===== config.mk =====
export PLATFORM = sky130hd
export DESIGN_NAME = bicubic_tile_serializer_flat
export DESIGN_NICKNAME = d
export VERILOG_FILES = /design/src/rtl/bicubic_tile_serializer_if.sv /design/src/rtl/bicubic_tile_serializer.sv /design/src/flat_wrapper.sv
export SDC_FILE = /design/constraint.sdc
export NUM_CORES = 1
export LEC_CHECK = 0
export ABC_AREA = 1
export CORE_MARGIN = 5
export CORE_UTILIZATION = 55
export CTS_CLUSTER_DIAMETER = 40
export DETAILED_ROUTE_END_ITERATION = 16
export MAX_ROUTING_LAYER = met4
export PLACE_DENSITY_LB_ADDON = 0.12
export SLEW_MARGIN = 20
export SYNTH_ARGS = -nofsm -noshare
export SYNTH_HDL_FRONTEND = slang
export SYNTH_SLANG_ARGS = --single-unit

===== constraint.sdc =====
create_clock -name clk -period 12.5 [get_ports clk]
set_input_delay 3.75 -clock clk [delete_from_list [all_inputs] [get_ports clk]]
set_output_delay 3.75 -clock clk [all_outputs]
set_load 0.05 [all_outputs]

===== src/rtl/bicubic_tile_serializer_if.sv =====
// bicubic_tile_serializer_if
//
// Bundles the two handshakes of the tile serializer.
//   Tile side  : bcci_rsp_valid / bf_rsp_ready, pixels bcci_rsp_data1..16
//                (row-major, data1-4 = row 0 ... data13-16 = row 3).
//   Pixel side : sr_out_valid / sr_out_ready, sr_out_data, sr_out_row,
//                sr_out_col, sr_out_last.
// The slave modport is the serializer itself; the master modport is the
// surrounding environment (tile producer plus pixel consumer).

interface bicubic_tile_serializer_if #(
    parameter int CHANNEL_WIDTH = 8
);
    logic                     bcci_rsp_valid;
    logic                     bf_rsp_ready;
    logic [CHANNEL_WIDTH-1:0] bcci_rsp_data1;
    logic [CHANNEL_WIDTH-1:0] bcci_rsp_data2;
    logic [CHANNEL_WIDTH-1:0] bcci_rsp_data3;
    logic [CHANNEL_WIDTH-1:0] bcci_rsp_data4;
    logic [CHANNEL_WIDTH-1:0] bcci_rsp_data5;
    logic [CHANNEL_WIDTH-1:0] bcci_rsp_data6;
    logic [CHANNEL_WIDTH-1:0] bcci_rsp_data7;
    logic [CHANNEL_WIDTH-1:0] bcci_rsp_data8;
    logic [CHANNEL_WIDTH-1:0] bcci_rsp_data9;
    logic [CHANNEL_WIDTH-1:0] bcci_rsp_data10;
    logic [CHANNEL_WIDTH-1:0] bcci_rsp_data11;
    logic [CHANNEL_WIDTH-1:0] bcci_rsp_data12;
    logic [CHANNEL_WIDTH-1:0] bcci_rsp_data13;
    logic [CHANNEL_WIDTH-1:0] bcci_rsp_data14;
    logic [CHANNEL_WIDTH-1:0] bcci_rsp_data15;
    logic [CHANNEL_WIDTH-1:0] bcci_rsp_data16;

    logic                     sr_out_valid;
    logic                     sr_out_ready;
    logic [CHANNEL_WIDTH-1:0] sr_out_data;
    logic [1:0]               sr_out_row;
    logic [1:0]               sr_out_col;
    logic                     sr_out_last;

    modport slave (
        input  bcci_rsp_valid,
        input  bcci_rsp_data1, bcci_rsp_data2, bcci_rsp_data3, bcci_rsp_data4,
        input  bcci_rsp_data5, bcci_rsp_data6, bcci_rsp_data7, bcci_rsp_data8,
        input  bcci_rsp_data9, bcci_rsp_data10, bcci_rsp_data11, bcci_rsp_data12,
        input  bcci_rsp_data13, bcci_rsp_data14, bcci_rsp_data15, bcci_rsp_data16,
        output bf_rsp_ready,
        output sr_out_valid, sr_out_data, sr_out_row, sr_out_col, sr_out_last,
        input  sr_out_ready
    );

    modport master (
        output bcci_rsp_valid,
        output bcci_rsp_data1, bcci_rsp_data2, bcci_rsp_data3, bcci_rsp_data4,
        output bcci_rsp_data5, bcci_rsp_data6, bcci_rsp_data7, bcci_rsp_data8,
        output bcci_rsp_data9, bcci_rsp_data10, bcci_rsp_data11, bcci_rsp_data12,
        output bcci_rsp_data13, bcci_rsp_data14, bcci_rsp_data15, bcci_rsp_data16,
        input  bf_rsp_ready,
        input  sr_out_valid, sr_out_data, sr_out_row, sr_out_col, sr_out_last,
        output sr_out_ready
    );
endinterface


===== src/rtl/bicubic_tile_serializer.sv =====
// bicubic_tile_serializer
//
// Accepts 4x4 upsampled tiles and replays each one as 16 single-pixel beats
// in row-major order. Two tiles can be held at once (ping-pong buffer) so a
// new tile can be loaded while the previous one is still being emitted.
//
// Ports
//   clk  : single clock, rising edge
//   rst  : synchronous, active-high reset
//   bus  : bicubic_tile_serializer_if.slave
//          tile in  : bcci_rsp_valid, bcci_rsp_data1..16, bf_rsp_ready
//          pixel out: sr_out_valid, sr_out_ready, sr_out_data, sr_out_row,
//                     sr_out_col, sr_out_last

module bicubic_tile_serializer #(
    parameter int CHANNEL_WIDTH = 8
) (
    input  logic                            clk,
    input  logic                            rst,
    bicubic_tile_serializer_if.slave        bus
);

    logic [CHANNEL_WIDTH-1:0] tile_mem [2][16];
    logic [CHANNEL_WIDTH-1:0] tile_in  [16];

    logic       wr_ptr;
    logic       rd_ptr;
    logic [1:0] count;
    logic [3:0] beat;

    logic in_ready;
    logic out_valid;
    logic tile_hs;
    logic pixel_hs;
    logic last_hs;

    // Flatten the sixteen tile ports into an indexable array, row-major.
    assign tile_in[0]  = bus.bcci_rsp_data1;
    assign tile_in[1]  = bus.bcci_rsp_data2;
    assign tile_in[2]  = bus.bcci_rsp_data3;
    assign tile_in[3]  = bus.bcci_rsp_data4;
    assign tile_in[4]  = bus.bcci_rsp_data5;
    assign tile_in[5]  = bus.bcci_rsp_data6;
    assign tile_in[6]  = bus.bcci_rsp_data7;
    assign tile_in[7]  = bus.bcci_rsp_data8;
    assign tile_in[8]  = bus.bcci_rsp_data9;
    assign tile_in[9]  = bus.bcci_rsp_data10;
    assign tile_in[10] = bus.bcci_rsp_data11;
    assign tile_in[11] = bus.bcci_rsp_data12;
    assign tile_in[12] = bus.bcci_rsp_data13;
    assign tile_in[13] = bus.bcci_rsp_data14;
    assign tile_in[14] = bus.bcci_rsp_data15;
    assign tile_in[15] = bus.bcci_rsp_data16;

    // Ready looks only at the registered occupancy, so a full buffer keeps
    // ready low even in the cycle its last beat drains; it comes back the
    // cycle after. Reset forces both handshake qualifiers low.
    assign in_ready  = (count != 2'd2) & ~rst;
    assign out_valid = (count != 2'd0) & ~rst;

    assign tile_hs  = bus.bcci_rsp_valid & in_ready;
    assign pixel_hs = out_valid & bus.sr_out_ready;
    assign last_hs  = pixel_hs & (beat == 4'd15);

    assign bus.bf_rsp_ready = in_ready;
    assign bus.sr_out_valid = out_valid;
    assign bus.sr_out_data  = out_valid ? tile_mem[rd_ptr][beat] : '0;
    assign bus.sr_out_row   = rst ? 2'd0 : beat[3:2];
    assign bus.sr_out_col   = rst ? 2'd0 : beat[1:0];
    assign bus.sr_out_last  = ~rst & (beat == 4'd15);

    // Pixel storage carries no reset; occupancy alone decides what is valid.
    // A write can never land on the entry being read because ready is low
    // whenever both entries are occupied.
    always_ff @(posedge clk) begin
        if (tile_hs) begin
            for (int k = 0; k < 16; k++) begin
                tile_mem[wr_ptr][k] <= tile_in[k];
            end
        end
    end

    // Pointer, occupancy and beat bookkeeping. A tile arriving in the same
    // cycle the current tile finishes leaves the occupancy unchanged while
    // both pointers advance, so the next tile starts without a bubble.
    always_ff @(posedge clk) begin
        if (rst) begin
            wr_ptr <= 1'b0;
            rd_ptr <= 1'b0;
            count  <= 2'd0;
            beat   <= 4'd0;
        end else begin
            if (tile_hs) begin
                wr_ptr <= ~wr_ptr;
            end
            if (pixel_hs) begin
                beat <= beat + 4'd1;
            end
            if (last_hs) begin
                rd_ptr <= ~rd_ptr;
            end
            case ({tile_hs, last_hs})
                2'b10:   count <= count + 2'd1;
                2'b01:   count <= count - 2'd1;
                default: count <= count;
            endcase
        end
    end

endmodule


===== src/flat_wrapper.sv =====
// flat-port wrapper written by rule: the top's interface ports become plain ports
module bicubic_tile_serializer_flat 
#(
    parameter int CHANNEL_WIDTH = 8
)
  (clk, rst, bus_bcci_rsp_valid, bus_bcci_rsp_data1, bus_bcci_rsp_data2, bus_bcci_rsp_data3, bus_bcci_rsp_data4, bus_bcci_rsp_data5, bus_bcci_rsp_data6, bus_bcci_rsp_data7, bus_bcci_rsp_data8, bus_bcci_rsp_data9, bus_bcci_rsp_data10, bus_bcci_rsp_data11, bus_bcci_rsp_data12, bus_bcci_rsp_data13, bus_bcci_rsp_data14, bus_bcci_rsp_data15, bus_bcci_rsp_data16, bus_bf_rsp_ready, bus_sr_out_valid, bus_sr_out_data, bus_sr_out_row, bus_sr_out_col, bus_sr_out_last, bus_sr_out_ready);
  bicubic_tile_serializer_if #(.CHANNEL_WIDTH(CHANNEL_WIDTH)) bus_i ();
  input  logic clk;
  input  logic rst;
  input wire logic [$bits(bus_i.bcci_rsp_valid)-1:0] bus_bcci_rsp_valid;
  input wire logic [$bits(bus_i.bcci_rsp_data1)-1:0] bus_bcci_rsp_data1;
  input wire logic [$bits(bus_i.bcci_rsp_data2)-1:0] bus_bcci_rsp_data2;
  input wire logic [$bits(bus_i.bcci_rsp_data3)-1:0] bus_bcci_rsp_data3;
  input wire logic [$bits(bus_i.bcci_rsp_data4)-1:0] bus_bcci_rsp_data4;
  input wire logic [$bits(bus_i.bcci_rsp_data5)-1:0] bus_bcci_rsp_data5;
  input wire logic [$bits(bus_i.bcci_rsp_data6)-1:0] bus_bcci_rsp_data6;
  input wire logic [$bits(bus_i.bcci_rsp_data7)-1:0] bus_bcci_rsp_data7;
  input wire logic [$bits(bus_i.bcci_rsp_data8)-1:0] bus_bcci_rsp_data8;
  input wire logic [$bits(bus_i.bcci_rsp_data9)-1:0] bus_bcci_rsp_data9;
  input wire logic [$bits(bus_i.bcci_rsp_data10)-1:0] bus_bcci_rsp_data10;
  input wire logic [$bits(bus_i.bcci_rsp_data11)-1:0] bus_bcci_rsp_data11;
  input wire logic [$bits(bus_i.bcci_rsp_data12)-1:0] bus_bcci_rsp_data12;
  input wire logic [$bits(bus_i.bcci_rsp_data13)-1:0] bus_bcci_rsp_data13;
  input wire logic [$bits(bus_i.bcci_rsp_data14)-1:0] bus_bcci_rsp_data14;
  input wire logic [$bits(bus_i.bcci_rsp_data15)-1:0] bus_bcci_rsp_data15;
  input wire logic [$bits(bus_i.bcci_rsp_data16)-1:0] bus_bcci_rsp_data16;
  output wire logic [$bits(bus_i.bf_rsp_ready)-1:0] bus_bf_rsp_ready;
  output wire logic [$bits(bus_i.sr_out_valid)-1:0] bus_sr_out_valid;
  output wire logic [$bits(bus_i.sr_out_data)-1:0] bus_sr_out_data;
  output wire logic [$bits(bus_i.sr_out_row)-1:0] bus_sr_out_row;
  output wire logic [$bits(bus_i.sr_out_col)-1:0] bus_sr_out_col;
  output wire logic [$bits(bus_i.sr_out_last)-1:0] bus_sr_out_last;
  input wire logic [$bits(bus_i.sr_out_ready)-1:0] bus_sr_out_ready;
  assign bus_i.bcci_rsp_valid = bus_bcci_rsp_valid;
  assign bus_i.bcci_rsp_data1 = bus_bcci_rsp_data1;
  assign bus_i.bcci_rsp_data2 = bus_bcci_rsp_data2;
  assign bus_i.bcci_rsp_data3 = bus_bcci_rsp_data3;
  assign bus_i.bcci_rsp_data4 = bus_bcci_rsp_data4;
  assign bus_i.bcci_rsp_data5 = bus_bcci_rsp_data5;
  assign bus_i.bcci_rsp_data6 = bus_bcci_rsp_data6;
  assign bus_i.bcci_rsp_data7 = bus_bcci_rsp_data7;
  assign bus_i.bcci_rsp_data8 = bus_bcci_rsp_data8;
  assign bus_i.bcci_rsp_data9 = bus_bcci_rsp_data9;
  assign bus_i.bcci_rsp_data10 = bus_bcci_rsp_data10;
  assign bus_i.bcci_rsp_data11 = bus_bcci_rsp_data11;
  assign bus_i.bcci_rsp_data12 = bus_bcci_rsp_data12;
  assign bus_i.bcci_rsp_data13 = bus_bcci_rsp_data13;
  assign bus_i.bcci_rsp_data14 = bus_bcci_rsp_data14;
  assign bus_i.bcci_rsp_data15 = bus_bcci_rsp_data15;
  assign bus_i.bcci_rsp_data16 = bus_bcci_rsp_data16;
  assign bus_bf_rsp_ready = bus_i.bf_rsp_ready;
  assign bus_sr_out_valid = bus_i.sr_out_valid;
  assign bus_sr_out_data = bus_i.sr_out_data;
  assign bus_sr_out_row = bus_i.sr_out_row;
  assign bus_sr_out_col = bus_i.sr_out_col;
  assign bus_sr_out_last = bus_i.sr_out_last;
  assign bus_i.sr_out_ready = bus_sr_out_ready;
  bicubic_tile_serializer #(.CHANNEL_WIDTH(CHANNEL_WIDTH)) u_core (.clk(clk), .rst(rst), .bus(bus_i));
endmodule

==> results.md <==
* Antenna violations before repair at 1
* PortBufs at between 100 and 150
* Core Region at just under 0.02 mm²
* FILL cells at between 1,000 and 1,500
* DR vias/cell at 5.436
* Crit path kind: in2out
* Placement Cell Area at ~0.012 mm²
* Postcts setup bufs at 0
* Sequential share of the synthesized area at 0.7303
* All-Layer GR Usage at 0.2352
* Pleak at between 4 and 5 nW
* Pin count of the biggest net entering global routing at 87
* Clock root buffer: clkbuf_16
* EDFF count, synth at 256
* Hold Path Origin: u_core.count[1]
* First-pass GRT wire length at roughly 40 mm
* PwrDens at roughly 160 mW/mm²
* Post-Syn Area at 0.01077 mm²
* Post-DRT Antenna Nets at 0
* Yosys reg bits at between 200 and 300
* Peak supply drop at ~0.00012 V
* Fmax at 105.8 MHz
* Grt ovf at 0
* Routed WL at between 20 and 30 mm
* Drt pass-1 iters at 5
* Fin. max-slew vios at 0
* Multi-input logic area at ~0.0026 mm²
* Cell area after layout at 0.01347 mm²
* Die Area at around 0.022 mm²
* Max-cap violations at 0
* Reg2Reg Launch Point: u_core.beat[0]
* Critical path endpoint category: primary output
* Ys Warns at 0
* Die H at 150.0 µm
* Worst setup SP type: input pin
* CP Max Fanout at 10
* Routed vias at about 7,400
* Clk slew on worst S/H paths at roughly 0.060 ns
* Yosys top cell area share at 0.7136
* CTS buffer count at 31
* CTS Hold Bufs at 0
* Drt wl/cell at between 15 and 20 µm
* IO Count at roughly 150
* Most numerous cell in the Yosys netlist: nand2_1
* Top cells by count, synth: nand2_1, edfxtp_1, nand3_1, nor2_1, buf_2
* Final #Nets at ~1,200
* CTS sink count at ~270
* DR iter-0 viols at between 600 and 700
* Worst endpoint data arrival time at about 5.7 ns
* Post-CTS Resized at 0
* Sequential cell area at 0.007873 mm²
* Synthesized instance count at a little over 900
* Area growth syn-to-layout at 25.02%
* Layout cell share with drive strength beyond 1 at 0.06434
* Placed cell count at ~1,300
* Cell Count, Final, Fillers Out at about 1,400
* Total nets after synthesis at 1,066
* RSZ-0062 raised after global routing: no
* Slew HR at 0.2990
* Initial core utilization at 0.5553
* Final period utilization at 0.7565
* Top post-synthesis cells by area: edfxtp_1, nand2_1, nand3_1
* Final setup viols at 0
* Final setup skew at between 0.009 and 0.01 ns
* Final setup TNS at 0 ns
* Placer congestion estimate at around 0.81
* CTS Buffer Depth at 3
* Residual DRC at 0
* H-tree lvl count at 1
* Number of global-route vias before repair at between 7,000 and 8,000
* Worst EP required at around 9 ns
* Most common flop cell mapped by yosys: edfxtp_1
* Syn avg cell area at 11.56 µm²
* Most area-hungry cell type in the Yosys netlist: edfxtp_1
* Row count at 51
* Fin crit period at around 9.5 ns
* Insertion delay to the later sink of the worst-skew pair at roughly 0.54 ns
* Die width at between 100 and 150 µm
* CTS tree: yes
* Critical path startpoint: rst
* Async SR Flop Fraction at 0
* Worst Tran Pin Value at ~1.1 ns
* Status: finished, final reports clean
* Post-synth cell types at 19
* Final Util at 0.6943
* Worst min-delay path class: reg2reg
* HPWL Detailed at 15.78 mm
* Final hold vios at 0
-- per-stage QoR --
step | total power (W) | hold slack [ns] | setup slack, ns
2_1_floorplan | 0.001095 | 0.4431 | 1.496
4_1_cts | 0.002126 | 0.4820 | 3.037
6_report | 0.002111 | 0.4830 | 3.044
3_5_place_dp | 0.001168 | 0.4599 | 3.041
3_3_place_gp | 0.001165 | 0.4533 | 3.076
5_1_grt | 0.002176 | 0.5036 | 2.917
-- cell type report --
class,count,share of cell area
flip-flops and latches,265,0.5845
multi-input cells,598,0.1904
repair buffers,156,0.1141
clock buffers,36,0.05899
well taps,265,0.02462
clock inverters,20,0.02341
inverters,13,0.003716
diodes,1,0.0001858
-- logic make-up (layout without fill, tap and decap cells) --
kind of cell,Yosys count,after routing,synth area share
AND/OR/NAND/NOR,557,557,0.2163
flip-flops,265,265,0.7303
buffers and inverters,69,225,0.03298
AO/OA/AOI/OAI,39,39,0.01812
adder cells (fa/ha/maj),2,2,0.002323
other,0,1,0
-- layout by cell type (no fill, tap or decap), types with 2 or more instances in the layout --
master	instances
nand2_1	318
edfxtp_1	256
nand3_1	174
clkdlybuf4s50_1	146
nor2_1	59
clkbuf_16	31
o21ai_1	16
o21ai_0	12
a21oi_1	11
inv_1	10
buf_4	10
bufinv_16	8
dfxtp_1	7
clkinv_2	6
clkbuf_1	5
clkinvlp_4	5
nor2_4	3
inv_2	2
ha_1	2
-- layer usage --
layer / vias to the layer above / part of all wire / track usage
li1: 3524 / - / -
met1: 3482 / 0.40 / 0.3088
met2: 301 / 0.50 / 0.3796
met3: 54 / 0.074 / 0.03967
met4: 0 / 0.029 / 0.07548
met5: - / 0 / -
-- registers in the layout, summed over array words and instances (netlist names), named ones only --
register	count
u_core.tile_mem	256
u_core.beat	4
u_core.count	2
u_core.rd_ptr	1
u_core.wr_ptr	1
-- where the power goes --
| part | internal, W | switching [W] | total, W |
|---|---|---|---|
| Sequential | 0.00101 | 0.00000711 | 0.00102 |
| Combinational | 0.0000578 | 0.0000757 | 0.000134 |
| Clock | 0.000618 | 0.000344 | 0.000962 |
| Total | 0.00168 | 0.000427 | 0.00211 |
-- critical path, cell delays in order --
cell             delay, ns
clkdlybuf4s50_1       0.58
nor2_4                0.35
nand2_1               0.09
nor2_1                0.10
clkdlybuf4s50_1       0.82
-- path summary, 6_finish.rpt --
check,end,slack (ns),cells past startpoint
max,bus_sr_out_data[3],3.04,5
min,u_core.count[1],0.48,1
max reg2reg,u_core.beat[3],10.01,7
min reg2reg,u_core.count[1],0.48,1
No activity file was read; power rests on OpenSTA's default activity.
